File: config.mk
export PLATFORM = sky130hd
export DESIGN_NAME = fifo_flow_ctrl
export DESIGN_NICKNAME = d
export VERILOG_FILES = /design/src/rtl/fifo_pkg.sv /design/src/rtl/fifo_mem.sv /design/src/rtl/fifo_flow_ctrl.sv
export SDC_FILE = /design/constraint.sdc
export NUM_CORES = 1
export LEC_CHECK = 0
export BUFFER_PORTS_ARGS = -buffer_cell sky130_fd_sc_hd__buf_2
export CORE_ASPECT_RATIO = 0.8
export CORE_MARGIN = 2
export CORE_UTILIZATION = 59
export DETAILED_ROUTE_END_ITERATION = 7
export HOLD_SLACK_MARGIN = 0.02
export PLACE_DENSITY = 0.78
export SLEW_MARGIN = 10
export SYNTH_ARGS = -nofsm -noshare
export SYNTH_HDL_FRONTEND = slang
export SYNTH_HIERARCHICAL = 1
export SYNTH_SLANG_ARGS = --single-unit
File: constraint.sdc
create_clock -name clk -period 2.6 [get_ports clk]
set_input_delay 0.13 -clock clk [delete_from_list [all_inputs] [get_ports clk]]
set_output_delay 0.13 -clock clk [all_outputs]
set_load 0.01 [all_outputs]
File: src/rtl/fifo_pkg.sv
// Shared constants and pause FSM encoding for the flow-controlled FIFO.
// Optional occupancy port in the top is enabled with FIFO_OCCUPANCY_EN.
package fifo_pkg;

  localparam int FIFO_BITNUMBER = 8;
  localparam int FIFO_LENGTH    = 8;
  localparam int ADDR_W         = $clog2(FIFO_LENGTH);

  typedef enum logic {
    RUN    = 1'b0,
    PAUSED = 1'b1
  } pause_state_e;

endpackage

File: src/rtl/fifo_mem.sv
// LENGTH x BITNUMBER register array: one write port and one registered read port.
module fifo_mem
  import fifo_pkg::*;
#(
  parameter int BITNUMBER = FIFO_BITNUMBER,
  parameter int LENGTH    = FIFO_LENGTH
) (
  input  logic                       clk,
  input  logic                       reset,
  input  logic                       wr_en,
  input  logic [$clog2(LENGTH)-1:0]  wr_addr,
  input  logic [BITNUMBER-1:0]       wr_data,
  input  logic                       rd_en,
  input  logic [$clog2(LENGTH)-1:0]  rd_addr,
  output logic [BITNUMBER-1:0]       rd_data
);

  logic [BITNUMBER-1:0] mem [LENGTH];

  // NOTE: the array is deliberately not reset; stale words are never read
  // because the pointers and count are, and a reset would cost a mux per bit.
  always_ff @(posedge clk) begin
    if (wr_en) mem[wr_addr] <= wr_data;
  end

  // A same-address write and read on one edge returns the old word.
  always_ff @(posedge clk or posedge reset) begin
    if (reset)      rd_data <= '0;
    else if (rd_en) rd_data <= mem[rd_addr];
  end

endmodule

File: src/rtl/fifo_flow_ctrl.sv
// Synchronous FIFO with hysteresis back-pressure (pause) and sticky error flag.
// Define FIFO_OCCUPANCY_EN to expose the registered count on port occupancy.
module fifo_flow_ctrl
  import fifo_pkg::*;
#(
  parameter int BITNUMBER = FIFO_BITNUMBER,
  parameter int LENGTH    = FIFO_LENGTH,
  parameter int HIGH_TH   = 6,
  parameter int LOW_TH    = 2
) (
  input  logic                  clk,
  input  logic                  reset,
  input  logic                  Fifo_wr,
  input  logic                  Fifo_rd,
  input  logic [BITNUMBER-1:0]  Fifo_Data_in,
  output logic [BITNUMBER-1:0]  Fifo_Data_out,
  output logic                  valid_out,
  output logic                  pause,
  output logic                  empty,
  output logic                  full,
  output logic                  error
`ifdef FIFO_OCCUPANCY_EN
  ,
  output logic [$clog2(LENGTH):0] occupancy
`endif
);

  localparam int AW = $clog2(LENGTH);
  localparam logic [AW:0] DEPTH_C = (AW+1)'(LENGTH);
  localparam logic [AW:0] HIGH_C  = (AW+1)'(HIGH_TH);
  localparam logic [AW:0] LOW_C   = (AW+1)'(LOW_TH);

  logic [AW-1:0] wr_ptr, rd_ptr;
  logic [AW:0]   count, next_count;
  pause_state_e  state_q, state_d;
  logic          rd_ok, wr_ok, overflow, underflow;

  assign empty = (count == '0);
  assign full  = (count == DEPTH_C);
  assign pause = (state_q == PAUSED);

  // A read frees a slot on the same edge, so a full FIFO still takes a write.
  assign rd_ok     = Fifo_rd && !empty;
  assign wr_ok     = Fifo_wr && (!full || rd_ok);
  assign overflow  = Fifo_wr && full && !rd_ok;
  assign underflow = Fifo_rd && empty;

  // NOTE: every always_comb output gets a default first so no path leaves it
  // unassigned, which would otherwise infer a latch.
  always_comb begin
    next_count = count;
    if (wr_ok && !rd_ok)      next_count = count + (AW+1)'(1);
    else if (rd_ok && !wr_ok) next_count = count - (AW+1)'(1);

    state_d = state_q;
    if (state_q == RUN && next_count >= HIGH_C)        state_d = PAUSED;
    else if (state_q == PAUSED && next_count <= LOW_C) state_d = RUN;
  end

  fifo_mem #(
    .BITNUMBER (BITNUMBER),
    .LENGTH    (LENGTH)
  ) u_mem (
    .clk     (clk),
    .reset   (reset),
    .wr_en   (wr_ok),
    .wr_addr (wr_ptr),
    .wr_data (Fifo_Data_in),
    .rd_en   (rd_ok),
    .rd_addr (rd_ptr),
    .rd_data (Fifo_Data_out)
  );

  // NOTE: state registers use non-blocking assignments so every register
  // samples pre-edge values, independent of statement order.
  always_ff @(posedge clk or posedge reset) begin
    if (reset) begin
      wr_ptr    <= '0;
      rd_ptr    <= '0;
      count     <= '0;
      valid_out <= 1'b0;
      error     <= 1'b0;
      state_q   <= RUN;
    end else begin
      if (wr_ok) wr_ptr <= wr_ptr + AW'(1);
      if (rd_ok) rd_ptr <= rd_ptr + AW'(1);
      count     <= next_count;
      valid_out <= rd_ok;
      error     <= error | overflow | underflow;
      state_q   <= state_d;
    end
  end

`ifdef FIFO_OCCUPANCY_EN
  assign occupancy = count;
`endif

endmodule

==> results.txt, run 1 <==
Final cycle utilization of the critical path -> 88.4%
Sw Share -> 34.8%
Diode count -> 0
Post-synth EDFFs -> 64
Hold Vio Cnt, Final -> 0
Clk_lat worst skew -> 0.36 ns
Vias in the first global route -> 1,902
Async set-or-reset flop fraction in the synthesized netlist -> 24.7%
Io pins -> 25
Synthesized cell area -> 3600 um2
DR pass1 iterations -> 4
Crit path top cell by count -> inv_1
Crit start category -> register
Global-route wire length before repair -> 10,000 um
Crit end category -> register
Synth Area in Adders -> 1.39%
WL per Instance -> 17.6 um
Area delta synth->final -> 10.5%
TritonCTS clock tree -> yes
Port buffer count -> 24
Final RePlAce weighted congestion -> 0.836
CP max stage cell -> nor2_1
DP Wirelength -> 4290 um
Cell-internal power -> 2.77 mW
Clock sinks -> 85
Critical path class -> reg2reg
Routed wire length -> 6330 um
Dpl ws -> 0.133 ns
CTS clk-pin slew, worst paths -> 0.08 ns
# rows -> 25
Psw -> 1.48 mW
Clock Power Share -> 18.9%
Synth Area in Compound Gates -> 9.08%
Hold Crit Class -> in2reg
Min cycle time layout -> 2.30 ns
Combinational family with the most area after synthesis -> simple AND/OR/NAND/NOR gates
Sequential fraction of the synthesis area -> 68.0%
CTS Buf Count -> 9
Number of fill cells -> 405
Max FO, Critical Path -> 8
CTS root buffer -> clkbuf_8
Fraction of layout cells with a size suffix above 1 -> 18.3%
Library cells used by synthesis -> 41
Fmax -> 435 MHz
Syn_nets -> 259
Worst Path Arrival -> 2.29 ns
Worst vdd ir -> 0.000509 V
Number of routed nets with antenna violations -> 0
RSZ-0062 raised after global routing -> no
Maxcap violations -> 0
R2R setup slack -> 0.30 ns
Mean post-synth cell area -> 14.8 um2
Vias -> 2,080
Postcts setup bufs -> 0
DR iter-0 viols -> 181
Initial antenna violation count -> 0
Post-synth top area share -> 53.4%
Setup violators final -> 0
Max Root-Sink Buffers -> 2
Largest area contributor in the synthesized netlist -> edfxtp_1
Worst Max-Slew Pin Slew -> 0.986 ns
GRT Residual Overflow -> 0
CP cell instances -> inv_1 > ha_1 > nor2b_1 > nand2_1 > o21ai_1 > inv_1 > nand2b_1 > buf_4 > nor2_1
Largest cells by area after synthesis -> edfxtp_1 (53%), dfrtp_1 (15%), mux2i_1 (7.2%)
Chip height -> 73.8 um
Clk_skew -> 0.0128 ns
Nets -> 290
Htree depth -> 3
Die W -> 91.3 um
#FFs+latches synth -> 85
Synth Area in Simple Gates -> 9.50%
Initial Util -> 60.8%
Core area -> 5910 um2
DRC Markers -> 0
Post-synthesis mux area share -> 7.55%
Logic gate share of total power -> 31.4%
Status -> finished, final reports clean
Largest net degree at the start of global routing -> 43
Register area -> 2450 um2
Detailed-route vias per instance -> 5.78
Crit path largest cell delay -> 0.56 ns
Max Slew Vio Count -> 0
Mapped Cells -> 243
Power per Cell Area -> 1070 nW/um2
Die area -> 6740 um2
All-Layer GR Usage -> 20.8%
Warnings, synthesis -> 6
Seq pwr share -> 49.6%
Top FF cell, synth -> edfxtp_1
XOR/XNOR Fraction of Synth Area -> 1.22%
Leakage power -> 1.55 nW
Relative slew slack -> 34.3%
Area of the multi-input gates -> 1040 um2
Final setup margin -> 0.301 ns
Worst path required time -> 2.59 ns
Final setup TNS -> 0 ns
worst max-delay path, delay by kind of cell (launching register included):
| family | cells | cell delay, ns |
|---|---|---|
| buf+inv | 3 | 0.35 |
| simple gates | 4 | 0.91 |
| fa+ha+maj | 1 | 0.20 |
| flops | 1 | 0.35 |
| compound gates | 1 | 0.11 |
area by class of cell:
type,count,area share [%]
Tap cell,81,2.55
Inverter,10,0.944
Clock inverter,7,1.26
Clock buffer,9,3.12
Timing Repair Buffer,31,4.41
Sequential cell,85,61.6
Multi-Input combinational cell,137,26.1
cells by family (layout without fill, tap and decap cells):
kind of cell / count (synthesis) / in the layout
xor gates and xnor gates: 5 / 5
adders and majority gates: 4 / 4
AOI/OAI and AO/OA: 39 / 39
buffers and inverters: 21 / 57
DFF: 85 / 85
muxes: 27 / 27
and+or+nand+nor: 62 / 62
power by group through the flow:
| stage | registers, mW | logic [mW] | clock network, mW |
|---|---|---|---|
| 2_1_floorplan | 1.98 | 1.10 | 0 |
| 4_1_cts | 2.11 | 1.33 | 0.820 |
| 5_1_grt | 2.17 | 1.46 | 0.884 |
| 3_3_place_gp | 2.12 | 1.30 | 0 |
| 6_report | 2.11 | 1.34 | 0.804 |
| 3_5_place_dp | 2.14 | 1.33 | 0 |
layout by cell type, fill, tap and decap left out, types with 2 or more instances in the layout:
| master | instances |
|---|---|
| a22oi_1 | 9 |
| ha_1 | 4 |
| xnor2_1 | 5 |
| edfxtp_1 | 64 |
| clkinv_4 | 2 |
| a41o_1 | 8 |
| a211o_1 | 8 |
| clkinvlp_4 | 2 |
| buf_2 | 24 |
| inv_1 | 10 |
| a31oi_1 | 3 |
| buf_4 | 6 |
| nand3_1 | 10 |
| nand2_1 | 12 |
| nor2b_1 | 19 |
| nand2b_1 | 4 |
| mux2i_1 | 26 |
| clkbuf_8 | 9 |
| dfrtp_1 | 20 |
| o21ai_1 | 2 |
| nor2_1 | 7 |
stage by stage:
stage / util, % / std cells / power, mW / area (um2) / hold slack [ns]
final: 67.2 / 360 / 4.25 / 3980 / 0.0536
after CTS: 67.2 / 360 / 4.26 / 3970 / 0.0428
after global routing: 67.2 / 360 / 4.51 / 3980 / 0.0449
after detailed placement: 64.0 / 343 / 3.46 / 3790 / 0.133
after global placement: 64.0 / 343 / 3.42 / 3790 / 0.128
after floorplan: - / 243 / 3.09 / 3600 / -0.0543
flip-flops by register name, summed over array words and instances (netlist names):
| signal | count |
|---|---|
| u_mem/rd_data | 8 |
| valid_out | 1 |
| pause | 1 |
| count | 4 |
| u_mem/mem | 64 |
| rd_ptr | 3 |
| error | 1 |
| wr_ptr | 3 |
final timing paths:
check                           cells past startpoint               end             from
min in group asynchronous                           3  u_mem/rd_data[5]            reset
max in group asynchronous                           3         rd_ptr[0]            reset
worst min-delay path                                1   u_mem/mem[1][4]  Fifo_Data_in[4]
worst max-delay path                                9   u_mem/mem[1][1]         count[1]
worst min register to register                      1         wr_ptr[2]        wr_ptr[2]
worst max register to register                      9   u_mem/mem[1][1]         count[1]
per-layer routing:
layer  share of wire [%]  vias to the layer above  global-route usage, %
li1                    -                      988                      -
met3                 8.4                       10                   7.69
met4                 1.2                        0                   6.06
met1                  47                     1007                   30.4
met5                   0                        -                      0
met2                  44                       75                   29.4
cells in the mapped netlist, types with 2 or more instances:
library cell and number:
a22oi_1 9, nor3_1 2, buf_2 3, inv_1 10
buf_4 2, xnor2_1 5, edfxtp_1 64, nand3_1 10
a41o_1 8, mux2i_1 26, nand2b_1 4, nand2_1 12
buf_6 2, nor2_1 7, o21ai_1 2, nor2b_1 19
dfrtp_1 21, clkbuf_1 2, a31oi_1 3, ha_1 4
a211o_1 8
what timing repair did:
action	4_1_cts	5_1_grt
gates resized for setup	0	1
hold buffers	1	0
endpoints found under the setup margin	0	8
endpoints found under the hold margin	21	0
Power figures use the tool's default switching activity.
==> run 2: changes to the inputs <==
--- a/config.mk
+++ b/config.mk
@@ -5,14 +5,16 @@
 export SDC_FILE = /design/constraint.sdc
 export NUM_CORES = 1
 export LEC_CHECK = 0
+export ABC_AREA = 1
 export BUFFER_PORTS_ARGS = -buffer_cell sky130_fd_sc_hd__buf_2
 export CORE_ASPECT_RATIO = 0.8
 export CORE_MARGIN = 2
-export CORE_UTILIZATION = 59
+export CORE_UTILIZATION = 60
 export DETAILED_ROUTE_END_ITERATION = 7
 export HOLD_SLACK_MARGIN = 0.02
-export PLACE_DENSITY = 0.78
-export SLEW_MARGIN = 10
+export PLACE_DENSITY = 0.79
+export REMOVE_ABC_BUFFERS = 1
+export SLEW_MARGIN = 30
 export SYNTH_ARGS = -nofsm -noshare
 export SYNTH_HDL_FRONTEND = slang
 export SYNTH_HIERARCHICAL = 1
==> results.txt, run 2 <==
Htree depth -> 3
Relative slew slack -> 49.3%
DR pass1 iterations -> 5
Area delta synth->final -> 8.91%
RSZ-0062 raised after global routing -> no
Max Root-Sink Buffers -> 2
Final cycle utilization of the critical path -> 87.0%
Max FFs per register -> 64
Post-CTS resize count -> 0
Io pins -> 25
Worst path required time -> 2.59 ns
Top FF cell, synth -> edfxtp_1
Worst hold start -> Fifo_wr
Most common cell after layout, fill and taps aside -> nand2_1
Largest cells by area after synthesis -> edfxtp_1 (50%), dfrtp_1 (14%), nand2_1 (12%)
Dpl ws -> 0.356 ns
Initial antenna violation count -> 0
Routed wire length -> 7680 um
Largest area contributor in the synthesized netlist -> edfxtp_1
Crit end category -> register
Initial Util -> 61.2%
Warnings, synthesis -> 6
Postcts setup bufs -> 0
All-Layer GR Usage -> 23.6%
Final setup margin -> 0.339 ns
Async set-or-reset flop fraction in the synthesized netlist -> 24.7%
TritonCTS clock tree -> yes
Clk_skew -> 0.0109 ns
Worst vdd ir -> 0.000562 V
WL per Instance -> 15.4 um
Die area -> 7100 um2
Vias in the first global route -> 2,349
Min cycle time layout -> 2.26 ns
Sequential fraction of the synthesis area -> 63.4%
#FFs+latches synth -> 85
GRT Residual Overflow -> 0
Status -> finished, final reports clean
Largest net degree at the start of global routing -> 35
Number of fill cells -> 494
Hold Crit Class -> in2reg
DP Wirelength -> 5340 um
DR iter-0 viols -> 240
Nets -> 426
Maxcap violations -> 0
Biggest register -> u_mem/mem
Leakage power -> 1.98 nW
Die W -> 93.7 um
Final setup TNS -> 0 ns
CTS Hold Bufs -> 1
Finished Core Util -> 66.7%
Highest routed layer -> met4
Final RePlAce weighted congestion -> 0.869
Met1 WL -> 3460 um
Critical Path Start -> count[0]
Clk_lat worst skew -> 0.36 ns
Mapped Cells -> 380
Crit start category -> register
Post-synth EDFFs -> 64
Max Slew Vio Count -> 0
Detailed-route vias per instance -> 5.25
Worst r2r src -> count[0]
Routed wl met2 -> 3340 um
CTS root buffer -> clkbuf_8
Hold Vio Cnt, Final -> 0
Clock sinks -> 85
CTS clk-pin slew, worst paths -> 0.08 ns
Vias -> 2,618
Setup violators final -> 0
Core area -> 6310 um2
Global-route wire length before repair -> 12,000 um
Top cells by count, synth -> nand2_1 (121), inv_1 (65), edfxtp_1 (64)
DRC Markers -> 0
Post-synth top area share -> 49.8%
Mean post-synth cell area -> 10.2 um2
Number of routed nets with antenna violations -> 0
Synthesized cell area -> 3860 um2
# rows -> 26
Max FO, Critical Path -> 8
Fmax -> 442 MHz
Port buffer count -> 24
Worst Max-Slew Pin Slew -> 0.760 ns
Most frequent cells in the layout -> nand2_1 (121), inv_1 (65), edfxtp_1 (64), nand3_1 (57), buf_2 (24)
Worst Path Arrival -> 2.25 ns
Critical path class -> reg2reg
Library cells used by synthesis -> 24
Most common cell in the synthesized netlist -> nand2_1
Fraction of layout cells with a size suffix above 1 -> 15.2%
Diode count -> 0
CTS Buf Count -> 9
Routed wl met3 -> 742 um
Top Registers -> u_mem/mem x64, u_mem/rd_data x8, count x4
Chip height -> 75.8 um
Power per Cell Area -> 1050 nW/um2
-- run 2: worst max-delay path, stage by stage, from the launching register on --
cell,delay [ns]
dfrtp_1,0.41
inv_1,0.11
ha_1,0.28
nand3_2,0.15
nor2_2,0.07
nor2_4,0.17
nand2_1,0.15
nor2_1,0.55
-- run 2: kinds of logic after synthesis --
logic type / Yosys count / share of synthesized area (%)
muxes: 1 / 0.389
adders and majority gates: 4 / 1.30
DFF: 85 / 63.4
AOI/OAI and AO/OA: 1 / 0.292
xor gates and xnor gates: 7 / 1.59
and+or+nand+nor: 200 / 23.3
buffers and inverters: 82 / 9.78
-- run 2: through the flow --
stage	hold slack [ns]	std cells	area, um2	power [mW]
after floorplan	-0.0543	367	3750	3.10
after global placement	0.130	482	4030	3.58
after detailed placement	0.153	482	4030	3.64
after CTS	0.0627	499	4210	4.44
after global routing	0.0636	499	4210	4.74
final	0.0705	499	4210	4.43
-- run 2: worst paths after layout --
kind | to | slack (ns) | cells after the start
max | u_mem/mem[3][7] | 0.34 | 7
min | error | 0.07 | 2
max reg2reg | u_mem/mem[3][7] | 0.34 | 7
min reg2reg | u_mem/rd_data[3] | 0.48 | 2
max in group asynchronous | wr_ptr[2] | 1.92 | 3
min in group asynchronous | u_mem/rd_data[2] | 0.30 | 3
-- run 2: layout make-up --
cell class,instances,area (um2),share of cell area [%]
Clock buffer,11,141,3.36
Inverter,69,265,6.31
Multi-Input combinational cell,213,1040,24.7
Clock inverter,5,27.5,0.654
Tap cell,84,105,2.50
Sequential cell,85,2450,58.2
Timing Repair Buffer,32,183,4.34
-- run 2: per-layer routing --
metal / GRT usage [%] / up-vias
met5: 0 / -
met4: 8.37 / 0
met3: 7.42 / 16
met2: 34.1 / 106
met1: 34.1 / 1229
li1: - / 1267
-- run 2: where the power goes --
group          internal [mW]  total, mW  switching (mW)
sequential              1.78       2.02           0.244
clock                  0.366      0.800           0.434
combinational          0.562       1.61            1.04
total                   2.71       4.43            1.72
==> run 3: changes to the inputs <==
--- a/config.mk
+++ b/config.mk
@@ -12,6 +12,7 @@
 export CORE_UTILIZATION = 60
 export DETAILED_ROUTE_END_ITERATION = 7
 export HOLD_SLACK_MARGIN = 0.02
+export MAX_ROUTING_LAYER = met4
 export PLACE_DENSITY = 0.79
 export REMOVE_ABC_BUFFERS = 1
 export SLEW_MARGIN = 30
==> results.txt, run 3 (synthesis results as in run 2) <==
Status -> finished, final reports clean
Detailed-route vias per instance -> 5.24
Io pins -> 25
Initial antenna violation count -> 0
WL per Instance -> 15.3 um
Clock sinks -> 85
Worst r2r src -> count[0]
Hold Crit Class -> in2reg
DR iter-0 viols -> 224
R2R setup slack -> 0.35 ns
Reg2reg end -> u_mem/mem[3][7]
Crit path depth -> 7
Core area -> 6310 um2
CTS Buf Count -> 9
Most common cell after layout, fill and taps aside -> nand2_1
Fmax -> 444 MHz
Die area -> 7100 um2
Critical Path Start -> count[0]
RSZ-0062 raised after global routing -> no
Htree depth -> 3
Crit start category -> register
Crit end category -> register
Non-filler cells, final -> 499
GRT Residual Overflow -> 0
Number of routed nets with antenna violations -> 0
Vias -> 2,616
CTS root buffer -> clkbuf_8
Worst Max-Slew Pin Slew -> 0.756 ns
Max Root-Sink Buffers -> 2
CP cell instances -> inv_1 > ha_1 > nand3_2 > nor2_2 > nor2_4 > nand2_1 > nor2_1
Worst Path Arrival -> 2.23 ns
Largest net degree at the start of global routing -> 35
Fraction of layout cells with a size suffix above 1 -> 15.2%
DR pass1 iterations -> 5
Power per Cell Area -> 1050 nW/um2
Setup violators final -> 0
Port buffer count -> 24
Hold Vio Cnt, Final -> 0
Final cycle utilization of the critical path -> 86.5%
Post-CTS resize count -> 0
Most frequent cells in the layout -> nand2_1 (121), inv_1 (65), edfxtp_1 (64), nand3_1 (57), buf_2 (24)
TritonCTS clock tree -> yes
Maxcap violations -> 0
CTS clk-pin slew, worst paths -> 0.08 ns
Worst R2R Path Depth -> 7
Cell-internal power -> 2.71 mW
Chip height -> 75.8 um
CP max stage cell -> nor2_1
Final setup margin -> 0.350 ns
DP Wirelength -> 5340 um
Diode count -> 0
Psw -> 1.71 mW
Placed insts -> 482
Top cell family by delay on the critical path -> simple AND/OR/NAND/NOR gates
Area delta synth->final -> 8.91%
Critical path class -> reg2reg
Final RePlAce weighted congestion -> 0.883
Logic gate share of total power -> 36.3%
Initial Util -> 61.2%
Worst path required time -> 2.58 ns
Pwr Total -> 4.42 mW
Worst vdd ir -> 0.000558 V
Relative slew slack -> 49.6%
Sw Share -> 38.8%
Min cycle time layout -> 2.25 ns
Worst path bufs/invs -> 1
Crit path largest cell delay -> 0.55 ns
Dpl ws -> 0.356 ns
Nets -> 426
All-Layer GR Usage -> 24.3%
Max FO, Critical Path -> 8
Vias in the first global route -> 2,342
Seq pwr share -> 45.8%
Routed wire length -> 7610 um
# rows -> 26
Worst setup path endpoint -> u_mem/mem[3][7]
DRC Markers -> 0
Clk_lat worst skew -> 0.35 ns
Leakage power -> 1.98 nW
Max FFs per register -> 64
Top Registers -> u_mem/mem x64, u_mem/rd_data x8, count x4
Clock Power Share -> 18.0%
Max Slew Vio Count -> 0
Die W -> 93.7 um
Final setup TNS -> 0 ns
Global-route wire length before repair -> 12,000 um
Clk_skew -> 0.00998 ns
Biggest register -> u_mem/mem
-- run 3: cell counts in the layout (fill, tap and decap cells not counted) --
Identical to the previous run, type by type.
-- run 3: repair_timing --
action,4_1_cts,5_1_grt
hold buffers,1,0
setup endpoints to repair,0,0
buffers inserted,0,0
hold endpoints to repair,21,0
-- run 3: cell type report --
class / instances / area [um2]
Inverter: 69 / 265
Clock inverter: 5 / 27.5
Multi-Input combinational cell: 213 / 1040
Sequential cell: 85 / 2450
Tap cell: 84 / 105
Fill cell: 494 / 2100
Clock buffer: 11 / 141
Timing Repair Buffer: 32 / 183
-- run 3: worst min-delay path by stage --
stage                        from               end  slack (ns)  cells after the start
after global placement      reset  u_mem/rd_data[4]        0.13                      2
after global routing      Fifo_wr             error        0.07                      2
after floorplan             reset  u_mem/rd_data[0]       -0.05                      1
after CTS                 Fifo_wr             error        0.06                      2
final                     Fifo_wr             error        0.08                      2
after detailed placement    reset  u_mem/rd_data[6]        0.15                      2
-- run 3: power groups by stage --
| stage | clock (mW) | sequential (mW) | combinational [mW] |
|---|---|---|---|
| 6_report | 0.794 | 2.02 | 1.60 |
| 5_1_grt | 0.870 | 2.06 | 1.81 |
| 4_1_cts | 0.815 | 2.02 | 1.60 |
| 3_5_place_dp | 0 | 2.05 | 1.59 |
| 3_3_place_gp | 0 | 2.04 | 1.54 |
| 2_1_floorplan | 0 | 2.08 | 1.01 |
-- run 3: metrics by stage --
| step | utilization, % | hold WS (ns) | instance area [um2] |
|---|---|---|---|
| after floorplan | - | -0.0543 | 3750 |
| after global placement | 63.8 | 0.130 | 4030 |
| after detailed placement | 63.8 | 0.153 | 4030 |
| after CTS | 66.7 | 0.0627 | 4210 |
| after global routing | 66.7 | 0.0662 | 4210 |
| final | 66.7 | 0.0751 | 4210 |
-- run 3: routing by layer --
layer	GRT usage [%]	vias to the layer above	routed length, um
li1	-	1270	-
met1	34.3	1231	3390
met2	34.0	104	3390
met3	7.12	11	716
met4	8.37	0	112
met5	-	-	0
-- run 3: worst reg2reg max path: cells and delay by family (launching register included) --
kind	cells	cell delay (ns)
flops	1	0.41
simple gates	5	1.09
buf+inv	1	0.11
fa+ha+maj	1	0.28
